[src/rtl/fetch_buffer_stage.sv]
// Fetch stage between the program counter and decode.
//
// Accepts byte-addressed PCs, issues word reads to a synchronous instruction memory with a
// 1-cycle read latency, and queues {pc, instr} pairs in a small FIFO. The FIFO drains to
// decode through a valid/ready handshake.
//
// Ports:
//   clock, reset           single clock; synchronous active-high reset
//   pc_in/pc_valid/pc_ready PC request handshake (pc_ready never looks at id_ready)
//   imem_en/imem_addr      memory read strobe and word address
//   imem_rdata             read data, valid the cycle after imem_en
//   flush                  redirect: drop every queued and in-flight fetch
//   id_valid/id_ready      decode handshake for the FIFO head
//   id_instr/id_pc         FIFO head entry
//   id_pc_plus4            id_pc + 4, wrapping at 2^ADDR_W
//   misalign_err           one-cycle pulse when a misaligned fetch lands in the FIFO
module fetch_buffer_stage #(
  parameter int unsigned        ADDR_W  = 8,
  parameter int unsigned        INSTR_W = 32,
  parameter int unsigned        DEPTH   = 2,
  parameter logic [INSTR_W-1:0] NOP     = '0
) (
  input  logic               clock,
  input  logic               reset,
  input  logic [ADDR_W-1:0]  pc_in,
  input  logic               pc_valid,
  output logic               pc_ready,
  output logic               imem_en,
  output logic [ADDR_W-3:0]  imem_addr,
  input  logic [INSTR_W-1:0] imem_rdata,
  input  logic               flush,
  output logic               id_valid,
  input  logic               id_ready,
  output logic [INSTR_W-1:0] id_instr,
  output logic [ADDR_W-1:0]  id_pc,
  output logic [ADDR_W-1:0]  id_pc_plus4,
  output logic               misalign_err
);

  localparam int unsigned PtrW = (DEPTH > 1) ? $clog2(DEPTH) : 1;
  localparam int unsigned CntW = $clog2(DEPTH + 1);

  // FIFO storage
  logic [ADDR_W-1:0]  pc_mem_q    [DEPTH];
  logic [INSTR_W-1:0] instr_mem_q [DEPTH];

  logic [PtrW-1:0] rd_ptr_q, rd_ptr_d;
  logic [PtrW-1:0] wr_ptr_q, wr_ptr_d;
  logic [CntW-1:0] count_q, count_d;

  // Outstanding memory read
  logic              inflight_q;
  logic [ADDR_W-1:0] inflight_pc_q;
  logic              inflight_mis_q;

  // Last head shown to decode, held while the FIFO is empty
  logic [ADDR_W-1:0]  last_pc_q;
  logic [INSTR_W-1:0] last_instr_q;

  logic [CntW-1:0]    occupancy;
  logic               accept;
  logic               push;
  logic               pop;
  logic [INSTR_W-1:0] push_instr;

  function automatic logic [PtrW-1:0] ptr_inc(input logic [PtrW-1:0] p);
    return (p == PtrW'(DEPTH - 1)) ? '0 : p + PtrW'(1);
  endfunction

  // Request side. In-flight reads reserve a FIFO slot so a response always has room.
  always_comb begin
    occupancy = count_q + CntW'(inflight_q);
    pc_ready  = !reset && !flush && (occupancy < CntW'(DEPTH));
    accept    = pc_valid && pc_ready;
    imem_en   = accept;
    imem_addr = pc_in[ADDR_W-1:2];
  end

  // Response and drain side
  always_comb begin
    push         = inflight_q && !flush;
    push_instr   = inflight_mis_q ? NOP : imem_rdata;
    misalign_err = push && inflight_mis_q && !reset;
    id_valid     = (count_q != '0);
    pop          = id_valid && id_ready;
    id_pc        = id_valid ? pc_mem_q[rd_ptr_q]    : last_pc_q;
    id_instr     = id_valid ? instr_mem_q[rd_ptr_q] : last_instr_q;
    id_pc_plus4  = id_pc + ADDR_W'(4);
  end

  // FIFO bookkeeping
  always_comb begin
    rd_ptr_d = rd_ptr_q;
    wr_ptr_d = wr_ptr_q;
    count_d  = count_q;
    if (flush) begin
      rd_ptr_d = '0;
      wr_ptr_d = '0;
      count_d  = '0;
    end else begin
      if (push) wr_ptr_d = ptr_inc(wr_ptr_q);
      if (pop)  rd_ptr_d = ptr_inc(rd_ptr_q);
      case ({push, pop})
        2'b10:   count_d = count_q + CntW'(1);
        2'b01:   count_d = count_q - CntW'(1);
        default: count_d = count_q;
      endcase
    end
  end

  always_ff @(posedge clock) begin
    if (reset) begin
      rd_ptr_q       <= '0;
      wr_ptr_q       <= '0;
      count_q        <= '0;
      inflight_q     <= 1'b0;
      inflight_pc_q  <= '0;
      inflight_mis_q <= 1'b0;
      last_pc_q      <= '0;
      last_instr_q   <= '0;
    end else begin
      rd_ptr_q   <= rd_ptr_d;
      wr_ptr_q   <= wr_ptr_d;
      count_q    <= count_d;
      // accept is already blocked during flush, so this also drops the in-flight read
      inflight_q <= accept;
      if (accept) begin
        inflight_pc_q  <= pc_in;
        inflight_mis_q <= (pc_in[1:0] != 2'b00);
      end
      if (id_valid) begin
        last_pc_q    <= pc_mem_q[rd_ptr_q];
        last_instr_q <= instr_mem_q[rd_ptr_q];
      end
    end
  end

  // Storage needs no reset: entries are only visible once counted.
  always_ff @(posedge clock) begin
    if (push) begin
      pc_mem_q[wr_ptr_q]    <= inflight_pc_q;
      instr_mem_q[wr_ptr_q] <= push_instr;
    end
  end

endmodule

[config.mk]
export PLATFORM = sky130hd
export DESIGN_NAME = fetch_buffer_stage
export DESIGN_NICKNAME = d
export VERILOG_FILES = /design/src/rtl/fetch_buffer_stage.sv
export SDC_FILE = /design/constraint.sdc
export NUM_CORES = 1
export LEC_CHECK = 0
export ABC_AREA = 0
export ABC_CLOCK_PERIOD_IN_PS = 3630
export CELL_PAD_IN_SITES_DETAIL_PLACEMENT = 1
export CELL_PAD_IN_SITES_GLOBAL_PLACEMENT = 2
export CORE_UTILIZATION = 35
export DETAILED_ROUTE_END_ITERATION = 8
export HOLD_SLACK_MARGIN = 0.06
export PLACE_DENSITY_LB_ADDON = 0.1
export SLEW_MARGIN = 20
export SYNTH_ARGS = -nofsm -noshare
export SYNTH_HDL_FRONTEND = slang
export SYNTH_SLANG_ARGS = --single-unit
[constraint.sdc]
create_clock -name clock -period 3.63 [get_ports clock]
set_input_delay 0.9075 -clock clock [delete_from_list [all_inputs] [get_ports clock]]
set_output_delay 0.9075 -clock clock [all_outputs]
set_load 0.01 [all_outputs]
==> impl_metrics.ini <==
[worst_setup_path]
rr_worst_depth = 6
cp.arrival_ps = 2550
worst-path-stages = 8
crit_path_end = id_pc_plus4[6]
critPathKind = flop to primary output
crit_path_start_kind = flop
critPathMaxFanout = 6
crit_path_end_kind = primary output
crit_start = count_q[0]
critical_path.cell_chain = nor2_4 -> inv_2 -> mux2i_2 -> inv_1 -> ha_1 -> nand2_1 -> xnor2_1 -> clkdlybuf4s50_1
cp_num_buf_inv = 3
required_ps = 2720
slowest_stage = clkdlybuf4s50_1
crit_family = buffers and inverters
crit_path_max_incr_delay_ps = 560
r2r-start = count_q[0]
reg2reg_slack_ps = 1870
timing.rr.end = inflight_pc_q[2]

[yosys]
syn-instance-count = 411
synth_top_area_cell = edfxtp_1
syn-cell-area_sq_um = 5316
synth_seq_area_share = 0.6590
ys_seq_elements = 135
synth_fp_nets = 458
synth_top_area_share = 0.4519
synth_area_leaders = edfxtp_1 45%, dfxtp_1 21%, mux2i_1 8.7%, nor2b_1 7.9%, o21ai_0 3.2%
synth.avg_cell_area_sq_um = 12.94
ys_types = 35
ys_warn_count = 0

[die]
die_area_sq_um = 15690
die_h_microns = 125.2
core_sq_um = 14700
start_util = 0.3617
pin_count = 103
num_rows = 44
die_w_microns = 125.2

[cts]
cts_tree = built
clk_latency_ps = 410
path_clk_slew_ps = 50
clock_path_buffers = 2
cts_sinks = 135
cts-buffers-inserted = 17
clockRootBuffer = clkbuf_16
htreeDepth = 4

[route]
drtPass1Iterations = 6
drc = 7
wl_per_cell_microns = 16.22
routed_via_density = 4.680
drtIter0Drc = 202
wl_microns = 11520
detail-route-antenna-nets = 0
vias = 3323

[finish]
register_area_sq_um = 3506
post-route-util = 0.4774
multi_input_area_sq_um = 1590
fin_nets = 560
area_growth_pct = 32.01
fill_cells = 1524
layout-drive-gt1-share = 0.1027
instances_no_fill = 710
antenna-diode-count = 0

[sta]
hold_viol = 0
finalMaxSlewViolations = 0
clock_skew_ps = 4.801
rsz0062_at_grt = no
setup_violations = 0
max_slew_margin = 0.6795
fin_crit_sh = 0.9526
fmax_mhz = 289.2
final.min_clock_period_ps = 3458
worst_slew_pin_slew_ps = 475.8
tns_ps = 0

[status]
violations = design-rule violations
status = finished, violations left

[grt]
grt_first_pass_wirelength_microns = 18470
use_met2 = 0.2724
grt_pass1_vias = 3614
busiest_layer = met2
overflow = 0
grt_max_degree = 44
grtUsageMet1 = 0.1781
grtUsageMet3 = 0.05349
grt_usage = 0.1565
grt_antenna_before_repair = 0

[power]
ir_drop_v = 0.0003758
p_leak_uw = 0.002366
powerDensity_nw_per_um2 = 488.8
fin_total_pwr_uw = 3430

[placement]
dp.cells = 678
hpwlAfterDp_microns = 7345
port_buffers = 102
place_congestion = 0.7198

[run]
cap_violations = 0

[hold_path]
holdCritPathClass = flop to flop
area by class of cell:
type | count | share of cell area
clock buffer | 30 | 0.07613
timing repair buffer | 113 | 0.1594
multi-input combinational | 239 | 0.2266
tap | 184 | 0.03280
clock inverter | 2 | 0.001783
inverter | 7 | 0.003744
sequential | 135 | 0.4996
timing repair:
item                                    4_1_cts  5_1_grt
setup buffers                                 0        0
endpoints found under the hold margin         0        0
resized for setup                             0        2
endpoints found under the setup margin        0        7
hold buffers                                  0        0
cell usage after synthesis:
library cell,instances
xor2_1,1
a211oi_2,2
nor3_1,6
nor2_1,19
nor2b_1,67
buf_2,1
xnor2_1,8
mux2_1,1
clkbuf_8,1
edfxtp_1,80
a21o_1,1
a21oi_1,1
and2_4,1
and2_1,1
clkbuf_1,13
mux2_2,3
nor2_2,1
ha_1,2
nor3b_1,1
dfxtp_1,55
inv_2,1
nand2b_1,1
nand2_1,36
nand3_2,1
nand4_1,1
mux2i_1,46
and2_2,1
mux2i_2,2
buf_12,1
inv_1,6
buf_4,9
o21ai_1,1
nor2_4,1
o21ai_0,34
buf_6,5
placed cells by master (no fill, tap or decap), types with 3 or more instances in the layout:
| cell type | instances |
|---|---|
| clkbuf_1 | 7 |
| dfxtp_1 | 53 |
| mux2_2 | 3 |
| clkbuf_16 | 17 |
| nor2_4 | 3 |
| nor2b_1 | 67 |
| nor2_1 | 17 |
| o21ai_0 | 34 |
| nand2_1 | 36 |
| buf_4 | 8 |
| xnor2_1 | 8 |
| edfxtp_1 | 80 |
| mux2i_1 | 46 |
| inv_1 | 6 |
| nor3_1 | 6 |
| clkdlybuf4s50_1 | 101 |
| clkbuf_8 | 6 |
through the flow:
step / cell area [sq um] / setup WS, ps / hold slack (ps)
detailed placement: 6464 / 239.4 / 446.9
global route: 7018 / 2.375 / 466.3
finish: 7018 / 172.0 / 457.9
CTS: 7010 / 95.52 / 459.1
global placement: 6464 / 262.7 / 434.9
floorplan: 5316 / 409.2 / 424.9
how the worst min path moves through the flow:
stage / from / end / slack, ps / cells after the start
detailed placement: inflight_pc_q[7] / pc_mem_q[0][7] / 450 / 0
CTS: inflight_pc_q[7] / pc_mem_q[0][7] / 460 / 0
global route: inflight_pc_q[6] / pc_mem_q[1][6] / 470 / 0
finish: inflight_pc_q[7] / pc_mem_q[0][7] / 460 / 0
floorplan: inflight_pc_q[0] / pc_mem_q[0][0] / 420 / 0
global placement: inflight_pc_q[6] / pc_mem_q[1][6] / 430 / 0
worst register-to-register path: cells and delay by family, from the launching register on:
kind            cells  cell delay, ps
mux                 1             240
compound gates      1             290
flops               1             490
simple gates        3             390
buf+inv             1             230
layer usage:
metal | vias to the layer above | part of all wire
met5 | - | 0
met4 | 0 | 0.011
met3 | 10 | 0.045
met2 | 64 | 0.52
met1 | 1640 | 0.42
li1 | 1609 | -
registers in the layout (all words and copies together) (netlist names), named ones only:
signal	cells
last_instr_q	32
count_q	2
inflight_mis_q	1
inflight_pc_q	8
inflight_q	1
instr_mem_q	64
last_pc_q	8
wr_ptr_q	1
rd_ptr_q	1
pc_mem_q	16
logic make-up after synthesis:
| logic type | share of synthesized area |
|---|---|
| adders and majority gates | 0.004706 |
| muxes | 0.1003 |
| DFF | 0.6590 |
| and+or+nand+nor | 0.1365 |
| AOI/OAI and AO/OA | 0.04001 |
| buffers and inverters | 0.04471 |
| xor gates and xnor gates | 0.01483 |
where the power goes:
group | internal [uW] | switching [uW] | leakage (uW)
Clock | 983 | 598 | 0.000265
Combinational | 105 | 90.3 | 0.000945
Sequential | 1650 | 7.85 | 0.00116
(Power assumes the default switching activity.)
